**config.mk**
```make
export PLATFORM = sky130hd
export DESIGN_NAME = ps2_key_tracker
export DESIGN_NICKNAME = d
export VERILOG_FILES = /design/src/rtl/ps2_key_tracker.sv
export SDC_FILE = /design/constraint.sdc
export NUM_CORES = 1
export LEC_CHECK = 0
export BUFFER_PORTS_ARGS = -buffer_cell sky130_fd_sc_hd__buf_2
export CORE_ASPECT_RATIO = 1.25
export CORE_UTILIZATION = 40
export DETAILED_ROUTE_END_ITERATION = 16
export GPL_TIMING_DRIVEN = 0
export PLACE_DENSITY_LB_ADDON = 0.05
export SLEW_MARGIN = 20
export SYNTH_ARGS = -nofsm -noshare
export SYNTH_HDL_FRONTEND = slang
export SYNTH_SLANG_ARGS = --single-unit
```
**constraint.sdc**
```tcl
create_clock -name clk -period 3 [get_ports clk]
set_clock_uncertainty 0.2 [all_clocks]
set_input_delay 0.45 -clock clk [delete_from_list [all_inputs] [get_ports clk]]
set_output_delay 0.45 -clock clk [all_outputs]
set_load 0.005 [all_outputs]
```
**src/rtl/ps2_key_tracker.sv**
```systemverilog
// PS/2 device-to-host receiver with Set-2 make/break decode; tracks the single
// most recently pressed key for the keycode-to-tone lookup stage.
module ps2_key_tracker #(
  parameter int TIMEOUT_CYCLES = 50000
) (
  input  logic       clk,
  input  logic       clrn,
  input  logic       ps2_clk,
  input  logic       ps2_data,
  output logic [7:0] keycode,
  output logic       key_down,
  output logic       new_key,
  output logic       frame_err
);

  localparam int TW = $clog2(TIMEOUT_CYCLES);
  localparam logic [TW-1:0] TO_MAX = TW'(TIMEOUT_CYCLES - 1);

  typedef enum logic [1:0] {
    S_IDLE   = 2'd0,
    S_BRK    = 2'd1,
    S_EXT    = 2'd2,
    S_EXTBRK = 2'd3
  } state_t;

  // Handshake: byte_stb is a one-cycle valid with no ready; the decoder
  // always consumes byte_q in the cycle byte_stb is high.
  logic [2:0]    clk_sync;
  logic [2:0]    dat_sync;
  logic          fall;
  logic          bit_in;
  logic [3:0]    bit_cnt;
  logic [9:0]    shreg;
  logic [10:0]   frame;
  logic          frame_ok;
  logic [TW-1:0] to_cnt;
  logic          byte_stb;
  logic [7:0]    byte_q;

  state_t        state, state_n;
  logic [7:0]    key_n;
  logic          down_n;
  logic          new_n;

  // Sync flops reset high so the idle-high bus does not look like an edge.
  always_ff @(posedge clk or negedge clrn) begin
    if (!clrn) begin
      clk_sync <= 3'b111;
      dat_sync <= 3'b111;
    end else begin
      clk_sync <= {clk_sync[1:0], ps2_clk};
      dat_sync <= {dat_sync[1:0], ps2_data};
    end
  end

  assign fall   = ~clk_sync[1] & clk_sync[2];
  assign bit_in = dat_sync[2];

  // Bits arrive LSB first, so frame[0] is the start bit and frame[10] the stop bit.
  assign frame    = {bit_in, shreg};
  assign frame_ok = ~frame[0] & frame[10] & (^frame[9:1]);

  always_ff @(posedge clk or negedge clrn) begin
    if (!clrn) begin
      bit_cnt   <= '0;
      shreg     <= '0;
      to_cnt    <= '0;
      byte_stb  <= 1'b0;
      byte_q    <= '0;
      frame_err <= 1'b0;
    end else begin
      byte_stb  <= 1'b0;
      frame_err <= 1'b0;
      if (fall) begin
        to_cnt <= '0;
        shreg  <= {bit_in, shreg[9:1]};
        if (bit_cnt == 4'd10) begin
          bit_cnt <= '0;
          if (frame_ok) begin
            byte_stb <= 1'b1;
            byte_q   <= frame[8:1];
          end else begin
            frame_err <= 1'b1;
          end
        end else begin
          bit_cnt <= bit_cnt + 4'd1;
        end
      end else if (bit_cnt != 4'd0) begin
        if (to_cnt == TO_MAX) begin
          bit_cnt   <= '0;
          to_cnt    <= '0;
          frame_err <= 1'b1;
        end else begin
          to_cnt <= to_cnt + 1'b1;
        end
      end else begin
        to_cnt <= '0;
      end
    end
  end

  always_ff @(posedge clk or negedge clrn) begin
    if (!clrn) begin
      state    <= S_IDLE;
      keycode  <= 8'h00;
      key_down <= 1'b0;
      new_key  <= 1'b0;
    end else begin
      state    <= state_n;
      keycode  <= key_n;
      key_down <= down_n;
      new_key  <= new_n;
    end
  end

  always_comb begin
    state_n = state;
    key_n   = keycode;
    down_n  = key_down;
    new_n   = 1'b0;
    if (byte_stb) begin
      case (state)
        S_IDLE: begin
          if (byte_q == 8'hF0) begin
            state_n = S_BRK;
          end else if (byte_q == 8'hE0) begin
            state_n = S_EXT;
          end else if (!key_down || byte_q != keycode) begin
            // Last-pressed wins; a typematic repeat of the held key is silent.
            key_n  = byte_q;
            down_n = 1'b1;
            new_n  = 1'b1;
          end
        end
        S_BRK: begin
          if (byte_q == keycode) begin
            key_n  = 8'h00;
            down_n = 1'b0;
          end
          state_n = S_IDLE;
        end
        S_EXT:    state_n = (byte_q == 8'hF0) ? S_EXTBRK : S_IDLE;
        S_EXTBRK: state_n = S_IDLE;
        default:  state_n = S_IDLE;
      endcase
    end
  end

endmodule

```
After elaboration in Yosys (flattened, before gate mapping)
Index checks and enable logic that the tools add are counted.
{ "totals": {"elab_cells": 80, "reg_bits": 58, "out_inout_bits": 11, "input_bits": 4} }
{ "op_classes": {"bitwise_logic": 5, "n_eq_ne": 14, "n_reduce_logical": 13, "mux": 34, "addsub": 2} }
{ "op_table": {"columns": ["op", "n"], "rows": [
  ["$mux W16", 3],
  ["$mux W8", 4],
  ["$mux W1", 17],
  ["$add A16 B1 Y16 const B", 1],
  ["$eq A16 B16 Y1 const B", 1],
  ["$eq A8 B8 Y1 const B", 2],
  ["$mux W4", 4],
  ["$pmux W8 S2", 1],
  ["$reduce_xor A9 Y1", 1],
  ["$eq A8 B8 Y1", 1],
  ["$ne A2 B2 Y1 const B", 4],
  ["$ne A8 B8 Y1", 1],
  ["$mux W2", 3],
  ["$pmux W2 S3", 1],
  ["$reduce_and A6 Y1", 1],
  ["$reduce_bool A2 Y1", 3],
  ["$add A4 B1 Y4 const B", 1],
  ["$eq A2 B2 Y1 const B", 2],
  ["$eq A4 B4 Y1 const B", 1],
  ["$reduce_and A2 Y1", 2],
  ["$reduce_bool A4 Y1", 1],
  ["$and A1 B1 Y1", 3],
  ["$ne A3 B3 Y1 const B", 1],
  ["$reduce_and A3 Y1", 1],
  ["other kinds (7)", 8]
]} }

Logic depth before layout (Yosys ltp)
Gate-level depths: netlist (run 1).
{ "logic_depth": {"ltp_word": 7, "depth_mapped": 7, "depth_no_buf": 7} }

Worst setup path after synthesis (run 1)
Ideal clock, no wire load.
{ "synth_timing": {"kind": "reg-to-reg", "startpoint": "register shreg[3]", "endpoint": "register byte_q[0]", "setup_slack_ps": 843, "path_buffers": 0, "t_required_ps": 2675, "stages_incl_launch_ff": 6, "synth_period_minus_slack_ps": 2157, "arrival_ps": 1832, "setup_time_ps": 125, "cell_sequence": "dfrtp_1 > xor2_1 > xnor3_1 > xnor2_1 > nor3_4 > mux2_2"} }
{ "synth_via": {"elab_chain_cells": 3} }
{ "synth_lines": {"columns": ["element", "line_no", "rtl"], "rows": [
  ["from (decl)", "33", "logic [9:0] shreg;"],
  ["from (signal assigned)", "76", "shreg <= {bit_in, shreg[9:1]};"],
  ["$reduce_xor A9 Y1", "61", "assign frame_ok = ~frame[0] & frame[10] & (^frame[9:1]);"],
  ["$and A1 B1 Y1", "61", null],
  ["$reduce_and A3 Y1 (no line)", null, null],
  ["to (signal assigned)", "81", "byte_q <= frame[8:1];"],
  ["to (decl)", "38", "logic [7:0] byte_q;"]
]} }
No other way between the ends.
A chain may end at the register's enable or synchronous reset.

Worst setup path after layout (run 1)
{ "layout_timing": {"startpoint": "register shreg[3]", "endpoint": "register byte_q[2]"} }
{ "layout_via": {"elab_chain_cells": 3} }
{ "layout_lines": {"columns": ["element", "line_no"], "rows": [
  ["$reduce_xor A9 Y1", "61"],
  ["$and A1 B1 Y1", "61"],
  ["$reduce_and A3 Y1 (no line)", null]
]} }
Parallel ways exist; a longest one is shown, timed or not.

==> out/qor.txt, run 1 <==
GRT Util Overall = 15.4%
CTS clk-pin slew, worst paths = 0.07 ns
Ant diodes = 0
Core ar. = 0.00621 mm^2
Worst Hold Class = in -> async
Violated checks = hold timing
Worst Setup Path Type = reg -> reg
CTS tree = built
RSZ-0062 raised after global routing = false
Main combinational cell family by area after synthesis = simple AND/OR/NAND/NOR gates
Area growth from synthesis to layout = 14.1%
Post-cts gate resize count = 0
Setup violations, final = 0
Postcts setup bufs = 0
Clock sink count = 58
Inserted Clock Buffers = 9
Max-Cap Viols = 0
Commonest non-fill, non-tap cell in the layout = dfrtp_1
IO Pins = 15
Vias in the first global route = 1660
Worst-Skew Late Latency = 0.33 ns
Pre-CTS setup slack = 0.614 ns
# hold bufs at CTS = 0
Vias/cell = 4.78
Largest net degree at the start of global routing = 59
Residual DRC count = 0
Distinct cell type count after synthesis = 36
First DRT Iteration DRCs = 84
Grt ovf = 0
First-pass GRT wire length = 7590 um
Status = finished, violations left
Async SR Flop Fraction = 100%
Most frequent cells in the layout = dfrtp_1 (52), nand2_1 (43), nor2_1 (24), xor2_1 (17), buf_2 (13)
Leakage power = 1.46 nW
Layout cells sized above 1 = 17.2%
Number of port buffers = 14
CP max FO = 9
Worst Tran Pin Value = 0.758 ns
Sum Neg Setup Slack = 0 ns
Pwr dens = 615 mW/mm^2
Top_reg_cell synth = dfrtp_1
Post-synthesis sequential area ratio = 56.4%
Post-synth EDFFs = 0
Fin worst setup slack = 0.647 ns
Initial core utilization = 41.7%
Nets = 271
DR pass1 iterations = 4
Wire per inst = 12.7 um
Syn_nets = 246
Post-Synth XOR/XNOR Area = 10.4%
Critical Path AT = 2.36 ns
Ys Warns = 0
Worst VDD drop = 0.283 mV
Final WL = 4470 um
Post-layout min period = 2.35 ns
Die area = 0.00679 mm^2
Final Cycle Share = 78.4%
Synth Area in Compound Gates = 5.08%
Number of register bits inferred by synthesis = 58
CTS Buffer Depth = 2
Vias post-DR = 1689
Mux contribution to synthesized area = 5.03%
Hold Fails Final Rpt = 11
Hold slack = -0.0275 ns
Clk root buf = clkbuf_8
Num rows = 32
H-tree depth = 3
Initial antenna violation count = 0
Setup crit start kind = register
Cells after Synth = 238
Die height = 91.9 um
Count of final max-slew check failures = 0
Avg Synthesized Cell Area = 10.9 um^2
Antenna-violating nets left = 0
Dpl hpwl = 3070 um
Synth Area in Simple Gates = 19.1%
Critical Path RT = 3.01 ns
Fmax = 0.425 GHz
Rel. slew slack = 49.5%
Synth Area in Adders = 1.94%
Placer congestion estimate = 0.748
Synthesized area = 0.00258 mm^2
CP endpoint kind = register
Die width = 73.9 um
[critical path, cell delays in order, from the launching register on]
cell and delay [ns]:
dfrtp_1 0.42, xor2_1 0.17, xnor3_1 0.43, xnor2_1 0.20, nor3_4 0.43, mux2_2 0.39
[area by class of cell]
| class | count | area, um^2 |
|---|---|---|
| well taps | 85 | 106 |
| repair buffers | 14 | 72.6 |
| fillers | 586 | 3260 |
| multi-input cells | 166 | 1070 |
| clock buffers | 14 | 173 |
| flip-flops and latches | 58 | 1460 |
| plain buffers | 3 | 11.3 |
| inverters | 11 | 41.3 |
| clock inverters | 2 | 12.5 |
[report_power, final]
group / switching (mW) / total [mW] / leakage (nW) / internal (mW)
sequential: 0.0644 / 0.912 / 0.770 / 0.848
clock: 0.289 / 0.655 / 0.0927 / 0.367
combinational: 0.140 / 0.246 / 0.595 / 0.106
total: 0.493 / 1.81 / 1.46 / 1.32
[sequential cells by signal (all words and copies together), names as in the netlist]
| signal | count |
|---|---|
| clk_sync | 3 |
| new_key | 1 |
| byte_q | 8 |
| state | 2 |
| frame_err | 1 |
| dat_sync | 3 |
| shreg | 10 |
| keycode | 8 |
| to_cnt | 16 |
| bit_cnt | 4 |
| key_down | 1 |
| byte_stb | 1 |
[final timing paths]
check / from / endpoint / slack (ns) / depth (start not counted)
worst max-delay path: shreg[3] / byte_q[2] / 0.65 / 5
worst min-delay path: clrn / state[0] / -0.03 / 1
worst max register to register: shreg[3] / byte_q[2] / 0.65 / 5
worst min register to register: clk_sync[0] / clk_sync[1] / 0.15 / 0
max in group asynchronous: clrn / to_cnt[4] / 2.10 / 1
min in group clk: ps2_clk / clk_sync[0] / 0.02 / 1
[Yosys cell counts, drive strengths merged, types with 4 or more instances]
cell	n	area, um^2
a32o	4	40.0
and3	4	25.0
dfrtp	52	1300
xnor2	11	96.3
mux2i	4	40.0
xor2	17	149
dfstp	6	158
o21ai	6	30.0
inv	11	41.3
mux2	8	90.1
nor2	24	90.1
nand2	44	168
ha	4	50.1
nand3	10	50.1
[per-stage QoR]
stage          hold slack (ns)  utilization, %  instances  cell area (um^2)  total power [mW]
2_1_floorplan          -0.0456               -        238              2580              1.11
3_3_place_gp             0.147            44.5        337              2760              1.18
3_5_place_dp             0.147            44.5        337              2760              1.18
4_1_cts                0.00163            47.5        353              2950              1.85
5_1_grt                0.00359            47.5        353              2950              1.92
6_report               -0.0275            47.5        353              2950              1.81
[per-layer routing]
| metal | vias to the layer above | share of wire (%) | GRT usage, % |
|---|---|---|---|
| met5 | - | 0 | 0 |
| met4 | 0 | 2.4 | 10.1 |
| met3 | 9 | 2.1 | 3.30 |
| met2 | 18 | 51 | 24.5 |
| met1 | 809 | 45 | 18.2 |
| li1 | 853 | - | - |
[logic make-up (layout without fill, tap and decap cells)]
logic type | Yosys count | after routing
AND/OR/NAND/NOR | 103 | 103
flip-flops | 58 | 58
XOR/XNOR | 29 | 29
AO/OA/AOI/OAI | 18 | 18
buffers and inverters | 14 | 44
multiplexers | 12 | 12
adder cells (fa/ha/maj) | 4 | 4
Power figures use the tool's default switching activity.
==> run 2: changes to the inputs <==
==> constraint.sdc (replaced) <==
create_clock -name clk -period 2.2 [get_ports clk]
set_clock_uncertainty 0.2 [all_clocks]
set_input_delay 0.33 -clock clk [delete_from_list [all_inputs] [get_ports clk]]
set_output_delay 0.33 -clock clk [all_outputs]
set_load 0.005 [all_outputs]
==> run 2 against run 1 <==
Against the previous run: highest routed layer unchanged; the flow now finishes without violations; sequential power increased by 36%; clock power rose by 36%; sequential share of layout area fell by 2.0 points.
==> out/qor.txt, run 2 (synthesis results as in run 1) <==
Antenna-violating nets left = 0 (unchanged)
Vias post-DR = 1745 (was 1689)
Rel. slew slack = 50.5% (was 49.5%)
Most frequent cells in the layout = dfrtp_1 (52), nand2_1 (43), nor2_1 (24), xor2_1 (17), buf_2 (13) (unchanged)
Worst Setup Path Type = reg -> reg (unchanged)
Top delay family on crit path = XOR/XNOR gates (unchanged)
Fill count = 582 (was 586)
H-tree depth = 3 (unchanged)
Area growth from synthesis to layout = 18.9% (was 14.1%)
IO Pins = 15 (unchanged)
Post-layout min period = 2.15 ns (was 2.35 ns)
Vias in the first global route = 1731 (was 1660)
RSZ-0062 raised after global routing = true (was false)
Final core area utilization = 49.5% (was 47.5%)
Design area = 0.00307 mm^2 (was 0.00295 mm^2)
Max-Cap Viols = 0 (unchanged)
Die height = 91.9 um (unchanged)
CP endpoint = byte_q[2] (unchanged)
Critical R2R Capture = byte_q[2] (unchanged)
Top Registers = to_cnt: 16 flops, shreg: 10 flops (unchanged)
Fmax = 0.466 GHz (was 0.425 GHz)
Commonest non-fill, non-tap cell in the layout = dfrtp_1 (unchanged)
Worst-Skew Late Latency = 0.33 ns (about the same)
Register area = 0.00146 mm^2 (unchanged)
Final WL = 4530 um (was 4470 um)
Status = finished, final reports clean (was finished, violations left)
DR pass1 iterations = 4 (unchanged)
Worst Tran Pin Value = 0.742 ns (was 0.758 ns)
Max stage delay on crit path = 0.44 ns (was 0.43 ns)
GRT Util Overall = 15.6% (was 15.4%)
Worst r2r src = shreg[7] (was shreg[3])
Leakage power = 1.52 nW (was 1.46 nW)
Reg2reg path depth = 6 (was 5)
Count of final max-slew check failures = 0 (unchanged)
Number of port buffers = 14 (unchanged)
Cell mode on critical path = xnor2_2
Buffer and inverter count on the worst path = 1 (was 0)
Clock sink count = 58 (unchanged)
CTS clk-pin slew, worst paths = 0.07 ns (about the same)
Setup violations, final = 0 (unchanged)
Vias/cell = 4.82 (was 4.78)
Initial antenna violation count = 0 (unchanged)
First DRT Iteration DRCs = 95 (was 84)
Initial core utilization = 41.7% (unchanged)
Hold Fails Final Rpt = 0 (was 11)
Worst VDD drop = 0.385 mV (was 0.283 mV)
Cell Chain, Critical Path = xnor2_2 > xnor3_1 > xnor2_2 > nor3_4 > buf_12 > mux2_2 (was xor2_1 > xnor3_1 > xnor2_1 > nor3_4 > mux2_2)
Die width = 73.9 um (unchanged)
Critical Path AT = 2.15 ns (was 2.36 ns)
Die area = 0.00679 mm^2 (unchanged)
CTS Buffer Depth = 2 (unchanged)
Inserted Clock Buffers = 9 (unchanged)
Core ar. = 0.00621 mm^2 (unchanged)
Clk root buf = clkbuf_8 (unchanged)
Critical-path top delay cell = dfrtp_1 (was xnor3_1)
Max reg flops = 16 (unchanged)
CP max FO = 9 (unchanged)
Nets = 280 (was 271)
Largest net degree at the start of global routing = 59 (unchanged)
Residual DRC count = 0 (unchanged)
First-pass GRT wire length = 7780 um (was 7590 um)
CP Launch Point = shreg[7] (was shreg[3])
Setup crit start kind = register (unchanged)
Critical Path RT = 2.20 ns (was 3.01 ns)
CTS tree = built (unchanged)
Dpl cell area = 0.00276 mm^2 (unchanged)
Placer congestion estimate = 0.748 (unchanged)
Ant diodes = 0 (unchanged)
Wire per inst = 12.5 um (was 12.7 um)
Pwr dens = 823 mW/mm^2 (was 615 mW/mm^2)
Grt ovf = 0 (unchanged)
Hold slack = 0.155 ns (was -0.0275 ns)
Footprint of the multi-input gates = 0.00111 mm^2 (was 0.00107 mm^2)
Largest reg by FF count = to_cnt (unchanged)
Final Cycle Share = 97.5% (was 78.4%)
Num rows = 32 (unchanged)
Dpl hpwl = 3070 um (unchanged)
R2R Setup Slk = 0.05 ns (was 0.65 ns)
Worst Hold Class = reg -> reg (was in -> async)
Layout cells sized above 1 = 20.6% (was 17.2%)
WP depth = 6 (was 5)
CP endpoint kind = register (unchanged)
[run 2: through the flow]
stage | setup slack (ns) | std cells | power, mW | TNS, ns
after floorplan | 0.0430 | 238 | 1.51 | 0
final | 0.0547 | 362 | 2.53 | 0
after global placement | -0.166 | 337 | 1.61 | -2.42
after global routing | -0.0137 | 362 | 2.68 | -0.0384
after detailed placement | -0.186 | 337 | 1.61 | -2.26
after CTS | -0.0342 | 360 | 2.57 | -0.200
[run 2: worst min-delay path by stage]
stage	depth (start not counted)	from	endpoint
6_report	0	clk_sync[0]	clk_sync[1]
5_1_grt	0	clk_sync[0]	clk_sync[1]
4_1_cts	0	clk_sync[0]	clk_sync[1]
3_5_place_dp	0	dat_sync[1]	dat_sync[2]
3_3_place_gp	0	dat_sync[0]	dat_sync[1]
2_1_floorplan	0	clrn	bit_cnt[0]
[run 2: repair_timing]
item                       4_1_cts  5_1_grt
hold buffers                     3        0
setup buffers                    4        2
pin swaps                        4        2
hold endpoints to repair        54        0
setup endpoints to repair       26       16
resized for setup                4        3
[run 2: power by group]
| group | internal (mW) | switching, mW | total [mW] |
|---|---|---|---|
| Sequential | 1.16 | 0.0819 | 1.24 |
| Combinational | 0.189 | 0.213 | 0.401 |
| Clock | 0.500 | 0.391 | 0.891 |
[run 2: metal layers]
metal  track usage [%]  wire length, um
met2              25.5             2360
met1              18.1             1980
met3              3.30               98
met5                 0                0
met4              10.1               94
[run 2: area by class of cell]
cell class,count,area share [%]
buffer,3,0.407
clock buffer,14,5.62
sequential,58,47.5
multi-input combinational,166,36.1
clock inverter,2,0.407
tap,85,3.46
inverter,11,1.34
timing repair buffer,23,5.21
==> run 3: changes to the inputs <==
--- a/config.mk
+++ b/config.mk
@@ -10,6 +10,7 @@
 export CORE_UTILIZATION = 40
 export DETAILED_ROUTE_END_ITERATION = 16
 export GPL_TIMING_DRIVEN = 0
+export MAX_ROUTING_LAYER = met4
 export PLACE_DENSITY_LB_ADDON = 0.05
 export SLEW_MARGIN = 20
 export SYNTH_ARGS = -nofsm -noshare
==> run 3 against run 2 <==
Against the previous run: total power about the same; critical path depth stayed put; sequential share of layout area unchanged; register-to-register slack barely moved; first-iteration DRC count rose by 3.2%; fmax barely moved; sequential power hardly changed; hold slack barely moved; core utilization unchanged; largest cell class unchanged; largest power group unchanged; highest routed layer unchanged.
==> out/qor.txt, run 3 (synthesis results as in run 1) <==
Inserted Clock Buffers = 9 (unchanged)
Wire per inst = 12.5 um (about the same)
Area growth from synthesis to layout = 18.9% (unchanged)
Inst Count DP = 337 (unchanged)
Worst Tran Pin Value = 0.747 ns (was 0.742 ns)
Initial core utilization = 41.7% (unchanged)
Num rows = 32 (unchanged)
Commonest non-fill, non-tap cell in the layout = dfrtp_1 (unchanged)
DR pass1 iterations = 4 (unchanged)
CTS clk-pin slew, worst paths = 0.07 ns (about the same)
Fill count = 582 (unchanged)
Dpl hpwl = 3070 um (unchanged)
Core ar. = 0.00621 mm^2 (unchanged)
RSZ-0062 raised after global routing = true (unchanged)
CTS Buffer Depth = 2 (unchanged)
CP max FO = 9 (unchanged)
Number of port buffers = 14 (unchanged)
Final WL = 4540 um (was 4530 um)
Final Cycle Share = 97.6% (was 97.5%)
IO Pins = 15 (unchanged)
Layout cells sized above 1 = 20.6% (unchanged)
Fmax = 0.466 GHz (about the same)
GRT Util Overall = 16.1% (was 15.6%)
Vias/cell = 4.82 (about the same)
Status = finished, final reports clean (unchanged)
Setup crit start kind = register (unchanged)
Die height = 91.9 um (unchanged)
Max-Cap Viols = 0 (unchanged)
Clock sink count = 58 (unchanged)
Footprint of the multi-input gates = 0.00111 mm^2 (unchanged)
CP endpoint kind = register (unchanged)
Worst VDD drop = 0.385 mV (about the same)
Rel. slew slack = 50.2% (was 50.5%)
Design area = 0.00307 mm^2 (unchanged)
Vias post-DR = 1744 (was 1745)
Fin cells = 362 (unchanged)
Leakage power = 1.52 nW (unchanged)
CP Launch Point = shreg[7] (unchanged)
Most frequent cells in the layout = dfrtp_1 (52), nand2_1 (43), nor2_1 (24), xor2_1 (17), buf_2 (13) (unchanged)
Largest reg by FF count = to_cnt (unchanged)
Pwr dens = 824 mW/mm^2 (was 823 mW/mm^2)
Worst Setup Path Type = reg -> reg (unchanged)
CTS tree = built (unchanged)
Worst-Skew Late Latency = 0.33 ns (about the same)
Largest net degree at the start of global routing = 59 (unchanged)
First DRT Iteration DRCs = 98 (was 95)
Clk root buf = clkbuf_8 (unchanged)
First-pass GRT wire length = 7780 um (unchanged)
Grt ovf = 0 (unchanged)
Worst r2r src = shreg[7] (unchanged)
Worst Hold Class = reg -> reg (unchanged)
Dpl cell area = 0.00276 mm^2 (unchanged)
Max reg flops = 16 (unchanged)
Nets = 280 (unchanged)
Placer congestion estimate = 0.757 (was 0.748)
Die area = 0.00679 mm^2 (unchanged)
Die width = 73.9 um (unchanged)
Ant diodes = 0 (unchanged)
Residual DRC count = 0 (unchanged)
H-tree depth = 3 (unchanged)
Register area = 0.00146 mm^2 (unchanged)
Critical Path RT = 2.21 ns (was 2.20 ns)
Critical Path AT = 2.15 ns (about the same)
Antenna-violating nets left = 0 (unchanged)
Vias in the first global route = 1718 (was 1731)
Sum Neg Setup Slack = 0 ns (unchanged)
Pre-CTS setup slack = -0.186 ns (unchanged)
Setup violations, final = 0 (unchanged)
Fin worst setup slack = 0.0534 ns (was 0.0547 ns)
Post-layout min period = 2.15 ns (about the same)
Hold Fails Final Rpt = 0 (unchanged)
Initial antenna violation count = 0 (unchanged)
Count of final max-slew check failures = 0 (unchanged)
Worst Hold Launch = clk_sync[0] (unchanged)
Top Registers = to_cnt: 16 flops, shreg: 10 flops (unchanged)
-- run 3: cell counts in the layout (fill, tap and decap cells not counted) --
Identical to the previous run, type by type.
-- run 3: final cells by class --
| cell class | instances | area share [%] |
|---|---|---|
| clock buffers | 14 | 5.62 |
| multi-input cells | 166 | 36.1 |
| well taps | 85 | 3.46 |
| flip-flops and latches | 58 | 47.5 |
| plain buffers | 3 | 0.407 |
| clock inverters | 2 | 0.407 |
| repair buffers | 23 | 5.21 |
| inverters | 11 | 1.34 |
-- run 3: critical path, stage by stage (launching register included) --
cell and delay (ns):
dfrtp_1 0.44, xnor2_2 0.19, xnor3_1 0.37, xnor2_2 0.18
nor3_4 0.16, buf_12 0.15, mux2_2 0.33
-- run 3: routing by layer --
metal / up-vias / track usage, % / part of all wire (%)
met5: - / - / 0
met4: 0 / 8.65 / 2.0
met3: 8 / 4.62 / 2.7
met2: 20 / 25.5 / 52
met1: 845 / 18.1 / 44
li1: 871 / - / -
-- run 3: where the power goes --
part / switching [mW] / total (mW) / internal, mW
Combinational: 0.212 / 0.401 / 0.189
Clock: 0.393 / 0.893 / 0.500
Sequential: 0.0820 / 1.24 / 1.16
-- run 3: worst paths after layout --
kind,cells after the start,slack (ns),end
max,6,0.05,byte_q[2]
min,0,0.15,clk_sync[1]
max reg2reg,6,0.05,byte_q[2]
min reg2reg,0,0.15,clk_sync[1]
max in group asynchronous,2,0.89,to_cnt[8]
min in group asynchronous,2,0.41,new_key
-- run 3: what timing repair did --
action,CTS,global route
setup endpoints to repair,26,16
gates resized for setup,4,3
hold buffers,3,0
buffers inserted,4,2
pin swaps,4,2
endpoints found under the hold margin,54,0
-- run 3: stage by stage --
stage,utilization [%],hold slack (ns),power [mW]
6_report,49.5,0.155,2.53
5_1_grt,49.5,0.158,2.69
4_1_cts,49.1,0.156,2.57
3_5_place_dp,44.5,0.147,1.61
3_3_place_gp,44.5,0.147,1.61
2_1_floorplan,-,-0.166,1.51
